**src/rtl/serial_loop_memory_pkg.sv**
```systemverilog
// Shared constants for the serial loop memory tile: default geometry used by
// the tile top, the memory and its bench.
package serial_loop_memory_pkg;
    localparam int SLM_WORD_WIDTH = 8;
    localparam int SLM_WORD_COUNT = 64;
endpackage

```
**src/rtl/serial_loop_memory_if.sv**
```systemverilog
// Serial load/read bus of the loop memory: control bits in, word strobe out.
interface serial_loop_memory_if
    import serial_loop_memory_pkg::*;
#(
    parameter int WORD_WIDTH = SLM_WORD_WIDTH,
    parameter int WORD_COUNT = SLM_WORD_COUNT
) ();
    localparam int IDX_W = $clog2(WORD_COUNT);

    logic                  hold;
    logic                  clear;
    logic                  write;
    logic                  din;
    logic [WORD_WIDTH-1:0] out;
    logic                  word_valid;
    logic [IDX_W-1:0]      word_index;
    logic                  frame_start;

    modport master (
        output hold, clear, write, din,
        input  out, word_valid, word_index, frame_start
    );
    modport slave (
        input  hold, clear, write, din,
        output out, word_valid, word_index, frame_start
    );
endinterface

```
**src/rtl/serial_frame_counter.sv**
```systemverilog
// Bit/word position tracker for the loop memory: wraps per word and per frame
// and produces the registered word strobe, index and frame-start pulse.
module serial_frame_counter
    import serial_loop_memory_pkg::*;
#(
    parameter int WORD_WIDTH = SLM_WORD_WIDTH,
    parameter int WORD_COUNT = SLM_WORD_COUNT,
    localparam int IDX_W     = $clog2(WORD_COUNT)
) (
    input  logic             clk,
    input  logic             reset,
    input  logic             en_i,
    output logic             word_end_o,
    output logic             word_valid_o,
    output logic [IDX_W-1:0] word_index_o,
    output logic             frame_start_o
);
    localparam int BIT_W = $clog2(WORD_WIDTH);
    localparam logic [BIT_W-1:0] BIT_LAST  = BIT_W'(WORD_WIDTH - 1);
    localparam logic [IDX_W-1:0] WORD_LAST = IDX_W'(WORD_COUNT - 1);

    logic [BIT_W-1:0] bit_cnt_q, bit_cnt_d;
    logic [IDX_W-1:0] word_cnt_q, word_cnt_d;
    logic [IDX_W-1:0] word_index_q, word_index_d;
    logic             valid_q, valid_d;
    logic             fs_q, fs_d;

    assign word_end_o = en_i && (bit_cnt_q == BIT_LAST);

    always_comb begin
        bit_cnt_d    = bit_cnt_q;
        word_cnt_d   = word_cnt_q;
        word_index_d = word_index_q;
        valid_d      = 1'b0;
        fs_d         = 1'b0;
        if (en_i) begin
            bit_cnt_d = (bit_cnt_q == BIT_LAST) ? '0 : bit_cnt_q + BIT_W'(1);
            if (word_end_o) begin
                // explicit compare keeps non-power-of-two frames wrapping correctly
                word_cnt_d   = (word_cnt_q == WORD_LAST) ? '0 : word_cnt_q + IDX_W'(1);
                word_index_d = word_cnt_q;
                valid_d      = 1'b1;
                fs_d         = (word_cnt_q == '0);
            end
        end
    end

    always_ff @(posedge clk or negedge reset) begin
        if (!reset) begin
            bit_cnt_q    <= '0;
            word_cnt_q   <= '0;
            word_index_q <= '0;
            valid_q      <= 1'b0;
            fs_q         <= 1'b0;
        end else begin
            bit_cnt_q    <= bit_cnt_d;
            word_cnt_q   <= word_cnt_d;
            word_index_q <= word_index_d;
            valid_q      <= valid_d;
            fs_q         <= fs_d;
        end
    end

    assign word_valid_o  = valid_q;
    assign word_index_o  = word_index_q;
    assign frame_start_o = fs_q;
endmodule

```
**src/rtl/serial_loop_memory.sv**
```systemverilog
// WORD_COUNT x WORD_WIDTH recirculating shift-register store, one bit per
// clock, with hold, zero-fill and a per-word capture strobe.
module serial_loop_memory
    import serial_loop_memory_pkg::*;
#(
    parameter int WORD_WIDTH = SLM_WORD_WIDTH,
    parameter int WORD_COUNT = SLM_WORD_COUNT
) (
    input logic                   clk,
    input logic                   reset,
    serial_loop_memory_if.slave   bus
);
    localparam int L = WORD_WIDTH * WORD_COUNT;

    logic [L-1:0]          loop_q;
    logic [WORD_WIDTH-1:0] out_q;
    logic                  shift;
    logic                  nb;
    logic                  word_end;

    assign shift = !bus.hold;

    always_comb begin
        nb = loop_q[L-1];
        if (bus.clear)      nb = 1'b0;
        else if (bus.write) nb = bus.din;
    end

    // No reset on the loop: contents survive reset and stay frozen while it is held.
    always_ff @(posedge clk) begin
        if (reset && shift) loop_q <= {loop_q[L-2:0], nb};
    end

    // Captured word includes the bit entering on this edge.
    always_ff @(posedge clk or negedge reset) begin
        if (!reset)        out_q <= '0;
        else if (word_end) out_q <= {loop_q[WORD_WIDTH-2:0], nb};
    end

    serial_frame_counter #(
        .WORD_WIDTH (WORD_WIDTH),
        .WORD_COUNT (WORD_COUNT)
    ) u_cnt (
        .clk           (clk),
        .reset         (reset),
        .en_i          (shift),
        .word_end_o    (word_end),
        .word_valid_o  (bus.word_valid),
        .word_index_o  (bus.word_index),
        .frame_start_o (bus.frame_start)
    );

    assign bus.out = out_q;
endmodule

```
**src/flat_wrapper.sv**
```systemverilog
// flat-port wrapper written by rule: the top's interface ports become plain ports
module serial_loop_memory_flat import serial_loop_memory_pkg::*;
#(
    parameter int WORD_WIDTH = SLM_WORD_WIDTH,
    parameter int WORD_COUNT = SLM_WORD_COUNT
)
  (clk, reset, bus_hold, bus_clear, bus_write, bus_din, bus_out, bus_word_valid, bus_word_index, bus_frame_start);
  serial_loop_memory_if #(.WORD_WIDTH(WORD_WIDTH), .WORD_COUNT(WORD_COUNT)) bus_i ();
  input logic clk;
  input logic reset;
  input wire logic [$bits(bus_i.hold)-1:0] bus_hold;
  input wire logic [$bits(bus_i.clear)-1:0] bus_clear;
  input wire logic [$bits(bus_i.write)-1:0] bus_write;
  input wire logic [$bits(bus_i.din)-1:0] bus_din;
  output wire logic [$bits(bus_i.out)-1:0] bus_out;
  output wire logic [$bits(bus_i.word_valid)-1:0] bus_word_valid;
  output wire logic [$bits(bus_i.word_index)-1:0] bus_word_index;
  output wire logic [$bits(bus_i.frame_start)-1:0] bus_frame_start;
  assign bus_i.hold = bus_hold;
  assign bus_i.clear = bus_clear;
  assign bus_i.write = bus_write;
  assign bus_i.din = bus_din;
  assign bus_out = bus_i.out;
  assign bus_word_valid = bus_i.word_valid;
  assign bus_word_index = bus_i.word_index;
  assign bus_frame_start = bus_i.frame_start;
  serial_loop_memory #(.WORD_WIDTH(WORD_WIDTH), .WORD_COUNT(WORD_COUNT)) u_core (.clk(clk), .reset(reset), .bus(bus_i));
endmodule
```
**config.mk**
```make
export PLATFORM = sky130hd
export DESIGN_NAME = serial_loop_memory_flat
export DESIGN_NICKNAME = d
export VERILOG_FILES = /design/src/rtl/serial_loop_memory_pkg.sv /design/src/rtl/serial_loop_memory_if.sv /design/src/rtl/serial_frame_counter.sv /design/src/rtl/serial_loop_memory.sv /design/src/flat_wrapper.sv
export SDC_FILE = /design/constraint.sdc
export NUM_CORES = 1
export LEC_CHECK = 0
export CAP_MARGIN = 0
export CORE_ASPECT_RATIO = 0.9
export CORE_MARGIN = 2
export CORE_UTILIZATION = 55
export DETAILED_ROUTE_END_ITERATION = 10
export PLACE_DENSITY = 0.75
export SKIP_LAST_GASP = 1
export SLEW_MARGIN = 20
export SYNTH_ARGS = -nofsm -noshare
export SYNTH_HDL_FRONTEND = slang
export SYNTH_HIERARCHICAL = 1
export SYNTH_SLANG_ARGS = --single-unit
```
**constraint.sdc**
```tcl
create_clock -name clk -period 3.13 [get_ports clk]
set_input_delay 0.313 -clock clk [delete_from_list [all_inputs] [get_ports clk]]
set_output_delay 0.313 -clock clk [all_outputs]
set_load 0.02 [all_outputs]
```
==> run_results.csv <==
group,metric,value,unit
status,status,"complete, no violations",
flow_run,maxCapViolCount,0,
sta,fin_skew,0.0152,ns
sta,fin_crit,2.23,ns
detailed_routing,ant_nets,0,
power,pwr-share-clk,0.397,
synthesis,syn_nets,613,
placement,io_buffer_count,21,
detailed_routing,viasPerCell,5.06,
detailed_routing,vias,5674,
power,ir_worst_vdd,0.000654,V
final_layout,drive_above_1_share,0.138,
power,p_sw_frac,0.202,
sta,relSlewSlack,0.576,
final_layout,final_nets,691,
sta,max_freq,0.448,GHz
final_layout,diodes,0,
synthesis,yosys_register_bits,537,
worst_setup_path,critPathBufInv,1,
worst_setup_path,startpoint_type,"register",
power,internal_power,12200,uW
clock_network,numClockSinks,537,
sta,grt_setup_unrepaired,"false",
worst_setup_path,reg2reg_setup_slack,0.90,ns
detailed_routing,wl_per_cell,18.9,um
detailed_routing,firstDrtPassIters,5,
power,p_leak,0.00629,uW
global_route,grt_pass1_vias,5724,
global_route,grt_max_degree,118,
final_layout,layout_common_cells,"edfxtp_1, clkbuf_16, dfrtp_1",
sta,tightest_slew,0.631,ns
detailed_routing,drc,0,
power,p_seq_frac,0.555,
global_route,grt_pass1_wl,32500,um
clock_network,cts_resized,0,
worst_setup_path,crit_required,3.56,ns
placement,placedInstanceArea,17300,um^2
clock_network,htreeDepth,2,
worst_setup_path,end_kind,"register",
final_layout,stdcell_area,19000,um^2
final_layout,mostFrequentLayoutCell,"edfxtp_1",
sta,setup_viol,0,
global_route,gr-usage-all-layers,0.135,
power,powerDensity,805,nW/um^2
clock_network,clkTransAtPathRegs,0.06,ns
sta,drv_slew,0,
synthesis,synth_area,16500,um^2
worst_setup_path,slowest_delay,0.57,ns
floorplanning,io_pins,22,
sta,timing.final.crit_share,0.713,
synthesis,synth_warnings,6,
worst_setup_path,rr_worst_depth,5,
floorplanning,die_h,168,um
worst_setup_path,critPathSlowestCell,"clkinv_1",
clock_network,cts_buffer_depth,3,
worst_setup_path,critPathArrivalTime,2.66,ns
min_path,min_path_type,"in -> async",
synthesis,yosysSeqAreaShare,0.971,
worst_setup_path,reg2reg_to,"u_core/bus.out[1]",
worst_setup_path,path_cells,"ha_1, ha_1, nand2_2, clkinv_1, mux2_4",
floorplanning,core,29700,um^2
synthesis,synthCells,603,
clock_network,hold_buffers,0,
global_route,grt-ovfl-total,0,
clock_network,cts_buffers,48,
detailed_routing,first_iter_violations,672,
power,p_comb_frac,0.048,
synthesis,syn_avg_cell_area,27.3,um^2
floorplanning,die_x,186,um
worst_setup_path,critPathKind,"reg -> reg",
sta,hold_viol_final,0,
power,power_switching,3090,uW
global_route,antenna_found_initial,0,
worst_setup_path,cp_max_fo,19,
floorplanning,die-area,31400,um^2
placement,place.gp.congestion,0.763,
clock_network,cts_setup_buffers,0,
clock_network,clock_latency,0.55,ns
clock_network,cts_tree,"built",
placement,dp_hpwl,7990,um
floorplanning,rows,60,
clock_network,clk_root_buffer_cell,"clkbuf_16",
worst_setup_path,reg2reg_from,"u_core/u_cnt/bit_cnt_q[0]",
worst_setup_path,crit_family,"buffers and inverters",
sta,timing.hold.ws,0.164,ns
final_layout,syn2layout_area_growth,15.1,%
floorplanning,initial_core_util,0.555,
detailed_routing,wl,21200,um
synthesis,yosysUniqueCellTypes,25,
worst_setup_path,cpMostUsedCell,"ha_1",
## worst reg2reg max path: stages (launching register included)
cell and delay [ns]:
dfrtp_1 0.40, ha_1 0.21, ha_1 0.22, nand2_2 0.21, clkinv_1 0.57, mux2_4 0.50
## kinds of logic (layout without fill, tap and decap cells)
family          count (synthesis)  in the layout  share of synthesized area
flops                         537            537                      0.971
simple gates                   29             29                    0.00782
compound gates                 11             11                    0.00547
mux                            11             11                    0.00903
buf+inv                         9            125                    0.00296
fa+ha+maj                       4              4                    0.00304
xor+xnor                        2              2                    0.00106
## registers in the layout, indices dropped and copies added (netlist names)
signal,cells
u_core/bus.out,8
u_core/loop_q,512
u_core/u_cnt/bit_cnt_q,3
u_core/u_cnt/frame_start_o,1
u_core/u_cnt/word_cnt_q,6
u_core/u_cnt/word_index_o,6
u_core/u_cnt/word_valid_o,1
## cell usage after synthesis
cell type  instances  area [um^2]
nand2_2            1         6.26
o41ai_4            1         27.5
mux2_4             7          105
o21ai_0            6         30.0
xnor2_1            2         17.5
nor4_1             1         6.26
nand4_1            1         6.26
inv_1              6         22.5
ha_1               4         50.1
edfxtp_1         512        15400
a21oi_1            2         10.0
nand3_1            2         10.0
and3_1             1         6.26
or3_1              1         6.26
nand2_1           18         67.6
buf_6              2         22.5
dfrtp_1           25          626
mux2_2             3         33.8
mux2i_1            1         10.0
o22ai_1            1         6.26
o41ai_2            1         16.3
nor2b_1            1         6.26
nor2_1             2         7.51
clkinv_1           1         3.75
nand2b_1           1         6.26
## power groups by stage
stage	clock (uW)	combinational [uW]	sequential, uW
finish	6070	726	8490
detailed placement	0	719	8600
global route	6480	787	8520
CTS	6230	731	8490
floorplan	0	346	8710
global placement	0	679	8600
## per-layer routing
metal | track usage | part of all wire | up-vias
met2 | 0.200 | 0.45 | 142
met4 | 0.0407 | 0.017 | 0
met3 | 0.0304 | 0.042 | 39
met1 | 0.206 | 0.49 | 2936
li1 | - | - | 2557
met5 | 0 | 0 | -
## how the worst max path moves through the flow
stage / from / endpoint / slack, ns / cells after the start
6_report: u_core/u_cnt/bit_cnt_q[0] / u_core/bus.out[1] / 0.90 / 5
5_1_grt: u_core/u_cnt/bit_cnt_q[0] / u_core/bus.out[1] / 0.73 / 5
4_1_cts: u_core/u_cnt/bit_cnt_q[0] / u_core/bus.out[4] / 0.91 / 5
3_5_place_dp: bus_hold / u_core/bus.out[5] / 0.76 / 5
3_3_place_gp: bus_hold / u_core/bus.out[1] / 0.85 / 5
2_1_floorplan: reset / u_core/loop_q[0] / -5.26 / 1
## final cells by class
| class | instances | area, um^2 |
|---|---|---|
| fillers | 1875 | 10700 |
| multi-input cells | 57 | 443 |
| inverters | 7 | 26.3 |
| repair buffers | 30 | 340 |
| flip-flops and latches | 537 | 16000 |
| well taps | 403 | 504 |
| clock inverters | 28 | 337 |
| clock buffers | 60 | 1330 |
## metrics by stage
step,TNS [ns],util,total power (uW),worst slack (ns),std cells
final,0,0.638,15300,0.898,1122
after CTS,0,0.638,15500,0.912,1122
after global routing,0,0.638,15800,0.735,1122
after floorplan,-2693.13,-,9060,-5.26,603
after global placement,0,0.582,9270,0.851,1034
after detailed placement,0,0.582,9320,0.760,1034
Power figures use the tool's default switching activity.
